## config.mk

```make
export PLATFORM = sky130hd
export DESIGN_NAME = m68k_bus_ctrl
export DESIGN_NICKNAME = d
export VERILOG_FILES = /design/src/rtl/tc_bus_pkg.sv /design/src/rtl/vram_rr_arbiter.sv /design/src/rtl/m68k_bus_ctrl.sv
export SDC_FILE = /design/constraint.sdc
export NUM_CORES = 1
export LEC_CHECK = 0
export ABC_AREA = 1
export CORE_MARGIN = 3
export CORE_UTILIZATION = 45
export DETAILED_ROUTE_END_ITERATION = 16
export DONT_BUFFER_PORTS = 1
export PLACE_DENSITY = 0.7
export SLEW_MARGIN = 20
export SYNTH_ARGS = -nofsm -noshare
export SYNTH_HDL_FRONTEND = slang
export SYNTH_SLANG_ARGS = --single-unit
export TNS_END_PERCENT = 5
```

## constraint.sdc

```tcl
create_clock -name clk_sys -period 4.5 [get_ports clk_sys]
set_clock_uncertainty 0.05 [all_clocks]
set_input_delay 0.9 -clock clk_sys [delete_from_list [all_inputs] [get_ports clk_sys]]
set_output_delay 0.9 -clock clk_sys [all_outputs]
set_load 0.02 [all_outputs]
```

## src/rtl/tc_bus_pkg.sv

```systemverilog
// Shared types for the 68000 bus-cycle controller: FSM state encoding,
// VRAM owner codes and the wait-counter width.
package tc_bus_pkg;

  localparam int CNT_W = 8;

  localparam logic OWN_CPU = 1'b0;
  localparam logic OWN_VID = 1'b1;

  typedef enum logic [2:0] {
    ST_IDLE,
    ST_ROM,
    ST_RAM,
    ST_VRAM_REQ,
    ST_VRAM_HOLD,
    ST_IO,
    ST_ACK
  } bus_state_e;

  // Wait counter increments but sticks at all-ones instead of wrapping.
  function automatic logic [CNT_W-1:0] sat_inc(input logic [CNT_W-1:0] v);
    return (&v) ? v : v + CNT_W'(1);
  endfunction

endpackage

```

## src/rtl/vram_rr_arbiter.sv

```systemverilog
// Two-requester round-robin arbiter for the shared BG/FG video RAM port.
// Grants are combinational; only the last-owner flag is stored.
module vram_rr_arbiter
  import tc_bus_pkg::*;
(
  input  logic clk_sys,
  input  logic reset_n,
  input  logic cpu_req_i,
  input  logic vid_req_i,
  input  logic hold_i,
  output logic cpu_gnt_o,
  output logic vid_gnt_o
);

  logic rr_last_q, rr_last_d;

  // NOTE: every output of a combinational block gets a default first so no path can infer a latch.
  always_comb begin
    cpu_gnt_o = 1'b0;
    vid_gnt_o = 1'b0;
    if (!hold_i) begin
      if (cpu_req_i && vid_req_i) begin
        if (rr_last_q == OWN_CPU) vid_gnt_o = 1'b1;
        else                      cpu_gnt_o = 1'b1;
      end else begin
        cpu_gnt_o = cpu_req_i;
        vid_gnt_o = vid_req_i;
      end
    end

    rr_last_d = rr_last_q;
    if (cpu_gnt_o)      rr_last_d = OWN_CPU;
    else if (vid_gnt_o) rr_last_d = OWN_VID;
  end

  // NOTE: state registers use non-blocking assignments so every flop samples pre-edge values.
  always_ff @(posedge clk_sys) begin
    if (!reset_n) rr_last_q <= OWN_CPU;
    else          rr_last_q <= rr_last_d;
  end

endmodule

```

## src/rtl/m68k_bus_ctrl.sv

```systemverilog
// 68000 bus-cycle sequencer: per-region wait states, SDRAM ROM handshake,
// DTACK generation and CPU side of the shared VRAM port.
module m68k_bus_ctrl
  import tc_bus_pkg::*;
#(
  parameter int unsigned RAM_WAIT    = 1,
  parameter int unsigned VRAM_WAIT   = 1,
  parameter int unsigned IO_WAIT     = 0,
  parameter int unsigned ROM_TIMEOUT = 255
) (
  input  logic clk_sys,
  input  logic reset_n,
  input  logic m68k_as_n,
  input  logic prog_rom_cs,
  input  logic ram_cs,
  input  logic vram_cs,
  input  logic io_cs,
  input  logic rom_ack,
  input  logic vid_req,
  output logic rom_req,
  output logic m68k_dtack_n,
  output logic vram_owner,
  output logic vid_gnt,
  output logic rom_timeout,
  output logic open_bus
);

  localparam logic [CNT_W-1:0] RAM_WAIT_C    = CNT_W'(RAM_WAIT);
  localparam logic [CNT_W-1:0] VRAM_WAIT_C   = CNT_W'(VRAM_WAIT);
  localparam logic [CNT_W-1:0] IO_WAIT_C     = CNT_W'(IO_WAIT);
  localparam logic [CNT_W-1:0] ROM_TIMEOUT_C = CNT_W'(ROM_TIMEOUT);

  bus_state_e       state_q, state_d;
  logic [CNT_W-1:0] cnt_q, cnt_d;
  logic             as_q, as_prev_q;
  logic             dtack_n_q, dtack_n_d;
  logic             rom_req_q, rom_req_d;
  logic             vram_owner_q, vram_owner_d;
  logic             vid_gnt_q, vid_gnt_d;
  logic             rom_timeout_q, rom_timeout_d;
  logic             open_bus_q, open_bus_d;

  logic cycle_start, hold_done;
  logic arb_cpu_gnt, arb_vid_gnt;

  assign cycle_start = as_prev_q & ~as_q;
  assign hold_done   = (cnt_q >= VRAM_WAIT_C);

  // The port is released on the last hold edge so a waiting fetcher gets the very next slot.
  vram_rr_arbiter u_arb (
    .clk_sys   (clk_sys),
    .reset_n   (reset_n),
    .cpu_req_i (state_q == ST_VRAM_REQ && !as_q),
    .vid_req_i (vid_req),
    .hold_i    (state_q == ST_VRAM_HOLD && !hold_done),
    .cpu_gnt_o (arb_cpu_gnt),
    .vid_gnt_o (arb_vid_gnt)
  );

  always_comb begin
    state_d       = state_q;
    rom_timeout_d = rom_timeout_q;
    open_bus_d    = 1'b0;

    unique case (state_q)
      ST_IDLE: begin
        if (cycle_start) begin
          if (prog_rom_cs)  state_d = ST_ROM;
          else if (ram_cs)  state_d = ST_RAM;
          else if (vram_cs) state_d = ST_VRAM_REQ;
          else begin
            state_d    = ST_IO;
            open_bus_d = !io_cs;
          end
        end
      end
      ST_ROM: begin
        if (as_q)                         state_d = ST_IDLE;
        else if (rom_ack)                 state_d = ST_ACK;
        else if (cnt_q == ROM_TIMEOUT_C) begin
          state_d       = ST_ACK;
          rom_timeout_d = 1'b1;
        end
      end
      ST_RAM: begin
        if (as_q)                     state_d = ST_IDLE;
        else if (cnt_q >= RAM_WAIT_C) state_d = ST_ACK;
      end
      ST_IO: begin
        if (as_q)                    state_d = ST_IDLE;
        else if (cnt_q >= IO_WAIT_C) state_d = ST_ACK;
      end
      ST_VRAM_REQ: begin
        if (as_q)             state_d = ST_IDLE;
        else if (arb_cpu_gnt) state_d = ST_VRAM_HOLD;
      end
      ST_VRAM_HOLD: begin
        if (as_q)           state_d = ST_IDLE;
        else if (hold_done) state_d = ST_ACK;
      end
      ST_ACK: begin
        if (as_q) state_d = ST_IDLE;
      end
      default: state_d = ST_IDLE;
    endcase

    cnt_d        = (state_d != state_q) ? '0 : sat_inc(cnt_q);
    rom_req_d    = (state_d == ST_ROM);
    dtack_n_d    = (state_d != ST_ACK);
    vid_gnt_d    = arb_vid_gnt;
    vram_owner_d = arb_vid_gnt ? OWN_VID : OWN_CPU;
  end

  always_ff @(posedge clk_sys) begin
    if (!reset_n) begin
      state_q       <= ST_IDLE;
      cnt_q         <= '0;
      as_q          <= 1'b1;
      as_prev_q     <= 1'b1;
      dtack_n_q     <= 1'b1;
      rom_req_q     <= 1'b0;
      vram_owner_q  <= OWN_CPU;
      vid_gnt_q     <= 1'b0;
      rom_timeout_q <= 1'b0;
      open_bus_q    <= 1'b0;
    end else begin
      state_q       <= state_d;
      cnt_q         <= cnt_d;
      as_q          <= m68k_as_n;
      as_prev_q     <= as_q;
      dtack_n_q     <= dtack_n_d;
      rom_req_q     <= rom_req_d;
      vram_owner_q  <= vram_owner_d;
      vid_gnt_q     <= vid_gnt_d;
      rom_timeout_q <= rom_timeout_d;
      open_bus_q    <= open_bus_d;
    end
  end

  assign rom_req      = rom_req_q;
  assign m68k_dtack_n = dtack_n_q;
  assign vram_owner   = vram_owner_q;
  assign vid_gnt      = vid_gnt_q;
  assign rom_timeout  = rom_timeout_q;
  assign open_bus     = open_bus_q;

endmodule

```

==> run metrics, run 1 <==
status complete, no violations; Comb power frac 0.162; Placed Instances slightly below 200; RSZ-0062 raised after global routing no; Die Wd roughly 57 um; Crit Path Max Fanout 8; Final GP Congestion 0.9035; Seq/Total Area, Yosys 0.3294; register bit total from synthesis 19; area added between synthesis and finish 3.576%; Max VDD drop between 0.00015 and 0.0002 V; CTS tree built; Rel. slew slack 0.6730; Tcrit/Tclk final 0.4228; Initial DRT Pass Iterations 4; Worst Reg2Reg Path Length in Cells 12; worst skew pair latency around 0.30 ns; Crit Path Class reg2reg; post-synthesis mux area share 0; largest family of logic cells by synthesized area simple AND/OR/NAND/NOR gates; Final ANT Viol Nets 0; DR WL/cell 11.22 um; Crit. End Element flip-flop; initial core utilization 0.4981; Slew Limit Fails 0; 1st-iter DRT viols 31; max-cap violations 0; min-delay src u_arb.rr_last_q; Mean Syn Cell Area around 6.8 um^2; HPWL after DPL approximately 1.8 mm; Tmin final 1.903 ns; post-route insts no fill 200; Sw Ratio 0.2944; final hold vios 0; most used cell, CP nand3_1; Rows 17; P per Cell Area around 270 nW/um^2; Clk pwr share 0.272; grt total ovfl 0; PnR worst setup slack around 2.6 ns; largest net degree at the start of global routing 12; Slowest cell on crit path dfxtp_1; Fillers about 240; post-CTS setup repair buffer count 0; CTS root buf clkbuf_4; Syn Nets 182; hold_buf cts 0; Hold WC Path Type reg2reg; Data arrival, critical path 2.05 ns; CTS Buf Count 3; CP Cell Sequence inv_1, ha_1, inv_1, nand2_1, nor2_1, nand3_1, nand3_1, nand3_1, nor3_1, nor2_4, nand2_4, nor2_2; GRT Total Usage 0.1559; Post-Syn Area ~1200 um^2; Min-Delay Endpoint u_arb.rr_last_q; CP required between 4 and 5 ns; setup TNS 0 ns; post-synthesis cell type count 22; commonest cells after routing, fill and taps aside nand2_1, inv_1, nor2_1, dfxtp_1, nand3_1; # nets final ~190; total wire length 2.243 mm; Adder-Cell Fraction of Synth Area 0.03250; vias in the first global route just over 900; Worst setup SP type flip-flop; fraction of layout cells with a size suffix above 1 0.1977; RR Endpoint cnt_q[1]; critical path's largest stage delay ~0.35 ns; area of the die about 3200 um^2; final setup violation count 0; Ant. Diodes 0; Mapped Cells 170; Switch Pwr between 0.09 and 0.1 mW; Worst R2R Setup Slack about 2.6 ns; DR DRC count 0; worst slew pin tran 0.4854 ns; leak pwr between 0.5 and 0.6 nW; simple-gate share of the synthesized area 0.4442; Setup WS pre-CTS roughly 2.4 ns; yosys synthesis warning count 0; FMAX between 0.5 and 0.6 GHz; Die H approximately 57 um; port bufs 0; sequential power share 0.566; via count roughly 1000; Sink Count 19; commonest non-fill, non-tap cell in the layout nand2_1; Synth Area in Compound Gates 0.04984; via/cell ratio between 4 and 5; Power Internal 0.2250 mW; post-CTS sizing 0; clock tree buffer depth 2; first-pass GRT wire length 4.071 mm; Synth Area in XOR/XNOR 0.03792; htree depth 1; IO Count 15; CTS clock-pin slew for the worst setup and hold paths roughly 0.11 ns; r2r startpoint cnt_q[1]; initial antenna violation count 0; worst hold path depth 2; Core Region 2318 um^2
==> metal layers <==
layer  track usage  vias to the layer above  routed length (um)
li1              -                      537                   -
met1        0.2270                      436                1128
met2        0.2310                       21                 979
met3       0.03218                        4                 107
met4       0.04068                        0                  29
met5             0                        -                   0
==> cell families after synthesis <==
logic type	Yosys count
AOI/OAI and AO/OA	11
xor gates and xnor gates	5
adders and majority gates	3
buffers and inverters	29
DFF	19
and+or+nand+nor	103
==> metrics by stage <==
step | hold slack, ns | util | power [mW] | instance area (um^2)
after CTS | 0.4865 | 0.5159 | 0.3226 | 1196
after global placement | 0.4427 | 0.5040 | 0.2346 | 1169
after floorplan | 0.4249 | - | 0.2283 | 1155
after global routing | 0.5585 | 0.5159 | 0.3418 | 1196
final | 0.4785 | 0.5159 | 0.3188 | 1196
after detailed placement | 0.4540 | 0.5040 | 0.2362 | 1169
==> worst max path at each step <==
stage | from | to | slack [ns] | cells after the start
6_report | cnt_q[1] | cnt_q[1] | 2.60 | 12
5_1_grt | cnt_q[1] | cnt_q[2] | 2.39 | 15
4_1_cts | cnt_q[1] | cnt_q[7] | 2.58 | 15
3_5_place_dp | vid_req | cnt_q[2] | 2.44 | 10
3_3_place_gp | vid_req | cnt_q[2] | 2.44 | 10
2_1_floorplan | vid_req | cnt_q[2] | 2.56 | 10
==> cell type report <==
class                           instances  area (um^2)  share of cell area
Clock buffer                            3        22.52             0.01883
Clock inverter                          1        5.005            0.004184
Inverter                               27        101.3             0.08473
Multi-Input combinational cell        122        651.9              0.5450
Sequential cell                        19        380.4              0.3180
Tap cell                               28        35.03             0.02929
==> state kept, by name, indices dropped and copies added, names as in the netlist <==
register / cells
rom_req: 1
cnt_q: 8
u_arb.rr_last_q: 1
vram_owner: 1
state_q: 3
as_prev_q: 1
rom_timeout: 1
open_bus: 1
m68k_dtack_n: 1
as_q: 1
==> critical path, delay by kind of cell (launching register included) <==
kind	cells	cell delay, ns
buffers and inverters	2	0.13
AND/OR/NAND/NOR	9	1.09
adder cells (fa/ha/maj)	1	0.18
flip-flops	1	0.35
==> power groups by stage <==
stage | registers, mW | clock network (mW) | logic (mW)
6_report | 0.180 | 0.0868 | 0.0516
3_5_place_dp | 0.184 | 0 | 0.0518
5_1_grt | 0.181 | 0.101 | 0.0595
3_3_place_gp | 0.184 | 0 | 0.0505
2_1_floorplan | 0.182 | 0 | 0.0459
4_1_cts | 0.181 | 0.0901 | 0.0519
==> synth_stat cells (all sizes together) <==
library cell / number / area [um^2]
o21ai: 5 / 25.02
buf: 1 / 7.510
nand2: 38 / 170.2
ha: 3 / 37.54
a21oi: 5 / 25.02
or2: 1 / 6.260
nand3: 18 / 95.09
xor2: 5 / 43.79
dfxtp: 19 / 380.4
nand4: 4 / 25.02
nor3: 5 / 30.03
a211oi: 1 / 7.510
inv: 27 / 101.4
clkbuf: 1 / 13.76
nor2: 37 / 186.4
No activity file was read; power rests on OpenSTA's default activity.
==> run 2: changes to the inputs <==
==> constraint.sdc (replaced) <==
create_clock -name clk_sys -period 1.8 [get_ports clk_sys]
set_clock_uncertainty 0.05 [all_clocks]
set_input_delay 0.36 -clock clk_sys [delete_from_list [all_inputs] [get_ports clk_sys]]
set_output_delay 0.36 -clock clk_sys [all_outputs]
set_load 0.02 [all_outputs]
==> run 2 against run 1 <==
Net effect:
- cell area grew 15%
- critical path type unchanged
- routed wire length grew 23%
- via count grew 8.6%
- clock power grew to 2.5 times the previous value
- non-clock buffer count grew 11
- sequential power grew to 2.5 times the previous value
- register-to-register slack lost 2.5 ns
- die area is the same
- highest routed layer unchanged
==> run metrics, run 2 (synthesis gave the netlist of run 1 again) <==
fraction of layout cells with a size suffix above 1 0.3497 (was 0.1977); Die Wd 56.66 um (unchanged); Worst setup SP type flip-flop (unchanged); RR Endpoint cnt_q[3] (was cnt_q[1]); Crit Path Class reg2reg (unchanged); largest net degree at the start of global routing 12 (unchanged); CP Cell Sequence ha_2, inv_1, nor2_4, nand2_4, nand2_2, nand2_2, nand2_2, nand2_2, nand2_2, nand2_2, nand2_2, nor2_4, nand2_4, nor2_4 (was inv_1, ha_1, inv_1, nand2_1, nor2_1, nand3_1, nand3_1, nand3_1, nor3_1, nor2_4, nand2_4, nor2_2); Rows 17 (unchanged); Worst R2R Setup Slack 0.05 ns (was 2.60 ns); post-layout util 0.5958 (was 0.5159); 1st-iter DRT viols 50 (was 31); vias in the first global route 1021 (was 922); Sink Count 19 (unchanged); port bufs 0 (unchanged); Data arrival, critical path 1.90 ns (was 2.05 ns); CTS Buf Count 3 (unchanged); global route hottest layer met2 (unchanged); Sw Ratio 0.3102 (was 0.2944); Hold WC Path Type in2reg (was reg2reg); most used cell, CP nand2_2 (was nand3_1); CTS clock-pin slew for the worst setup and hold paths 0.11 ns (about the same); Final ANT Viol Nets 0 (unchanged); critical path depth 14 (was 12); Switch Pwr 0.2721 mW (was 0.09385 mW); hold_buf cts 0 (unchanged); FMAX 0.5709 GHz (was 0.5256 GHz); commonest non-fill, non-tap cell in the layout nand2_1 (unchanged); worst path bufs/invs 1 (was 2); largest register by flop count cnt_q (unchanged); max-cap violations 0 (unchanged); min-delay src io_cs (was u_arb.rr_last_q); CTS tree built (unchanged); via/cell ratio 5.137 (was 4.990); Clk pwr share 0.249 (was 0.272); worst hold path depth 1 (was 2); Ant. Diodes 0 (unchanged); Die H 56.66 um (unchanged); leak pwr 0.6442 nW (was 0.5705 nW); final setup violation count 0 (unchanged); r2r startpoint cnt_q[0] (was cnt_q[1]); CTS root buf clkbuf_4 (unchanged); Final GP Congestion 0.9356 (was 0.9035); area added between synthesis and finish 19.61% (was 3.576%); DR WL/cell 13.04 um (was 11.22 um); # nets final 196 (was 185); sequential power share 0.522 (was 0.566); worst slew pin tran 0.4727 ns (was 0.4854 ns); Core Region 2318 um^2 (unchanged); grt met3 use 0.04828 (was 0.03218); commonest cells after routing, fill and taps aside nand2_1, inv_1, nor2_1, nand3_1, dfxtp_1 (was nand2_1, inv_1, nor2_1, dfxtp_1, nand3_1); initial antenna violation count 0 (unchanged); Min-Delay Endpoint open_bus (was u_arb.rr_last_q); clock tree buffer depth 2 (unchanged); area of the die 3210 um^2 (unchanged); post-route cell area 1381 um^2 (was 1196 um^2); Crit Path Max Fanout 8 (unchanged); htree depth 1 (unchanged); initial core utilization 0.4981 (unchanged); P per Cell Area 635.2 nW/um^2 (was 266.6 nW/um^2); Power Internal 0.6052 mW (was 0.2250 mW); IO Count 15 (unchanged); Tcrit/Tclk final 0.9731 (was 0.4228); Initial DRT Pass Iterations 4 (unchanged); worst skew pair latency 0.30 ns (about the same); GRT Total Usage 0.1769 (was 0.1559); Slowest cell on crit path dfxtp_4 (was dfxtp_1); DR DRC count 0 (unchanged); Comb power frac 0.230 (was 0.162); first-pass GRT wire length 4.547 mm (was 4.071 mm); grt total ovfl 0 (unchanged); via count 1084 (was 998); Top Registers cnt_q (8), state_q (3) (unchanged); Slew Limit Fails 0 (unchanged); placed inst area 1214 um^2 (was 1169 um^2); total wire length 2.751 mm (was 2.243 mm); Rel. slew slack 0.6815 (was 0.6730); status complete, no violations (unchanged); final hold vios 0 (unchanged); max reg flops 8 (unchanged); Tmin final 1.752 ns (was 1.903 ns); GR Layer Usage met2 0.2888 (was 0.2310); CP top delay family simple AND/OR/NAND/NOR gates (unchanged); Crit. End Element flip-flop (unchanged); RSZ-0062 raised after global routing yes (was no); HPWL after DPL 1.927 mm (was 1.817 mm); critical path's largest stage delay 0.39 ns (was 0.35 ns); Max VDD drop 0.0005083 V (was 0.0001596 V); Worst Reg2Reg Path Length in Cells 14 (was 12); CP required 1.95 ns (was 4.65 ns); GR Util met1 0.2360 (was 0.2270)
[run 2: cell types whose count changed in the layout (fill, tap and decap cells not counted), sizes merged]
cell,delta
buf,+11
clkbuf,+1
clkinv,-1
[run 2: power groups by stage]
stage	registers [mW]	clock network [mW]	logic, mW
3_5_place_dp	0.462	0	0.144
2_1_floorplan	0.456	0	0.115
3_3_place_gp	0.460	0	0.140
5_1_grt	0.460	0.247	0.225
6_report	0.458	0.218	0.201
4_1_cts	0.452	0.226	0.156
[run 2: how the worst max path moves through the flow]
| stage | from | end | slack (ns) |
|---|---|---|---|
| finish | cnt_q[0] | cnt_q[3] | 0.05 |
| global route | cnt_q[1] | cnt_q[3] | -0.08 |
| CTS | cnt_q[0] | cnt_q[0] | 0.004 |
| detailed placement | cnt_q[1] | cnt_q[0] | -0.03 |
| global placement | cnt_q[1] | cnt_q[5] | 0.009 |
| floorplan | cnt_q[1] | cnt_q[2] | 0.13 |
[run 2: final cells by class]
class | instances | area (um^2)
clock buffers | 4 | 26.28
fillers | 221 | 937.1
inverters | 27 | 103.9
multi-input cells | 122 | 745.7
flip-flops and latches | 19 | 387.9
well taps | 28 | 35.03
repair buffers | 11 | 82.58
[run 2: through the flow]
step | TNS (ns) | total power, mW | hold WS, ns | setup slack [ns] | cells
2_1_floorplan | 0 | 0.5709 | 0.3790 | 0.1330 | 170
3_3_place_gp | 0 | 0.5998 | 0.3858 | 0.008882 | 202
3_5_place_dp | -0.2088 | 0.6058 | 0.3910 | -0.02922 | 202
4_1_cts | 0 | 0.8330 | 0.06324 | 0.003513 | 206
5_1_grt | -0.4462 | 0.9318 | 0.05261 | -0.07718 | 211
6_report | 0 | 0.8774 | 0.07324 | 0.04850 | 211
[run 2: routing by layer]
layer,share of wire,vias up
met1,0.42,490
li1,-,555
met4,0.011,0
met2,0.50,35
met5,0,-
met3,0.064,4
[run 2: worst register-to-register path, cell delays in order, from the launching register on]
cell and delay [ns]:
dfxtp_4 0.39, ha_2 0.18, inv_1 0.06, nor2_4 0.12, nand2_4 0.09, nand2_2 0.07
nand2_2 0.06, nand2_2 0.08, nand2_2 0.07, nand2_2 0.10, nand2_2 0.05, nand2_2 0.07
nor2_4 0.05, nand2_4 0.15, nor2_4 0.05
[run 2: what timing repair did]
item	CTS	global route
gates resized for setup	3	28
hold endpoints to repair	0	0
pin swaps	0	8
setup buffers	0	5
endpoints found under the setup margin	8	9
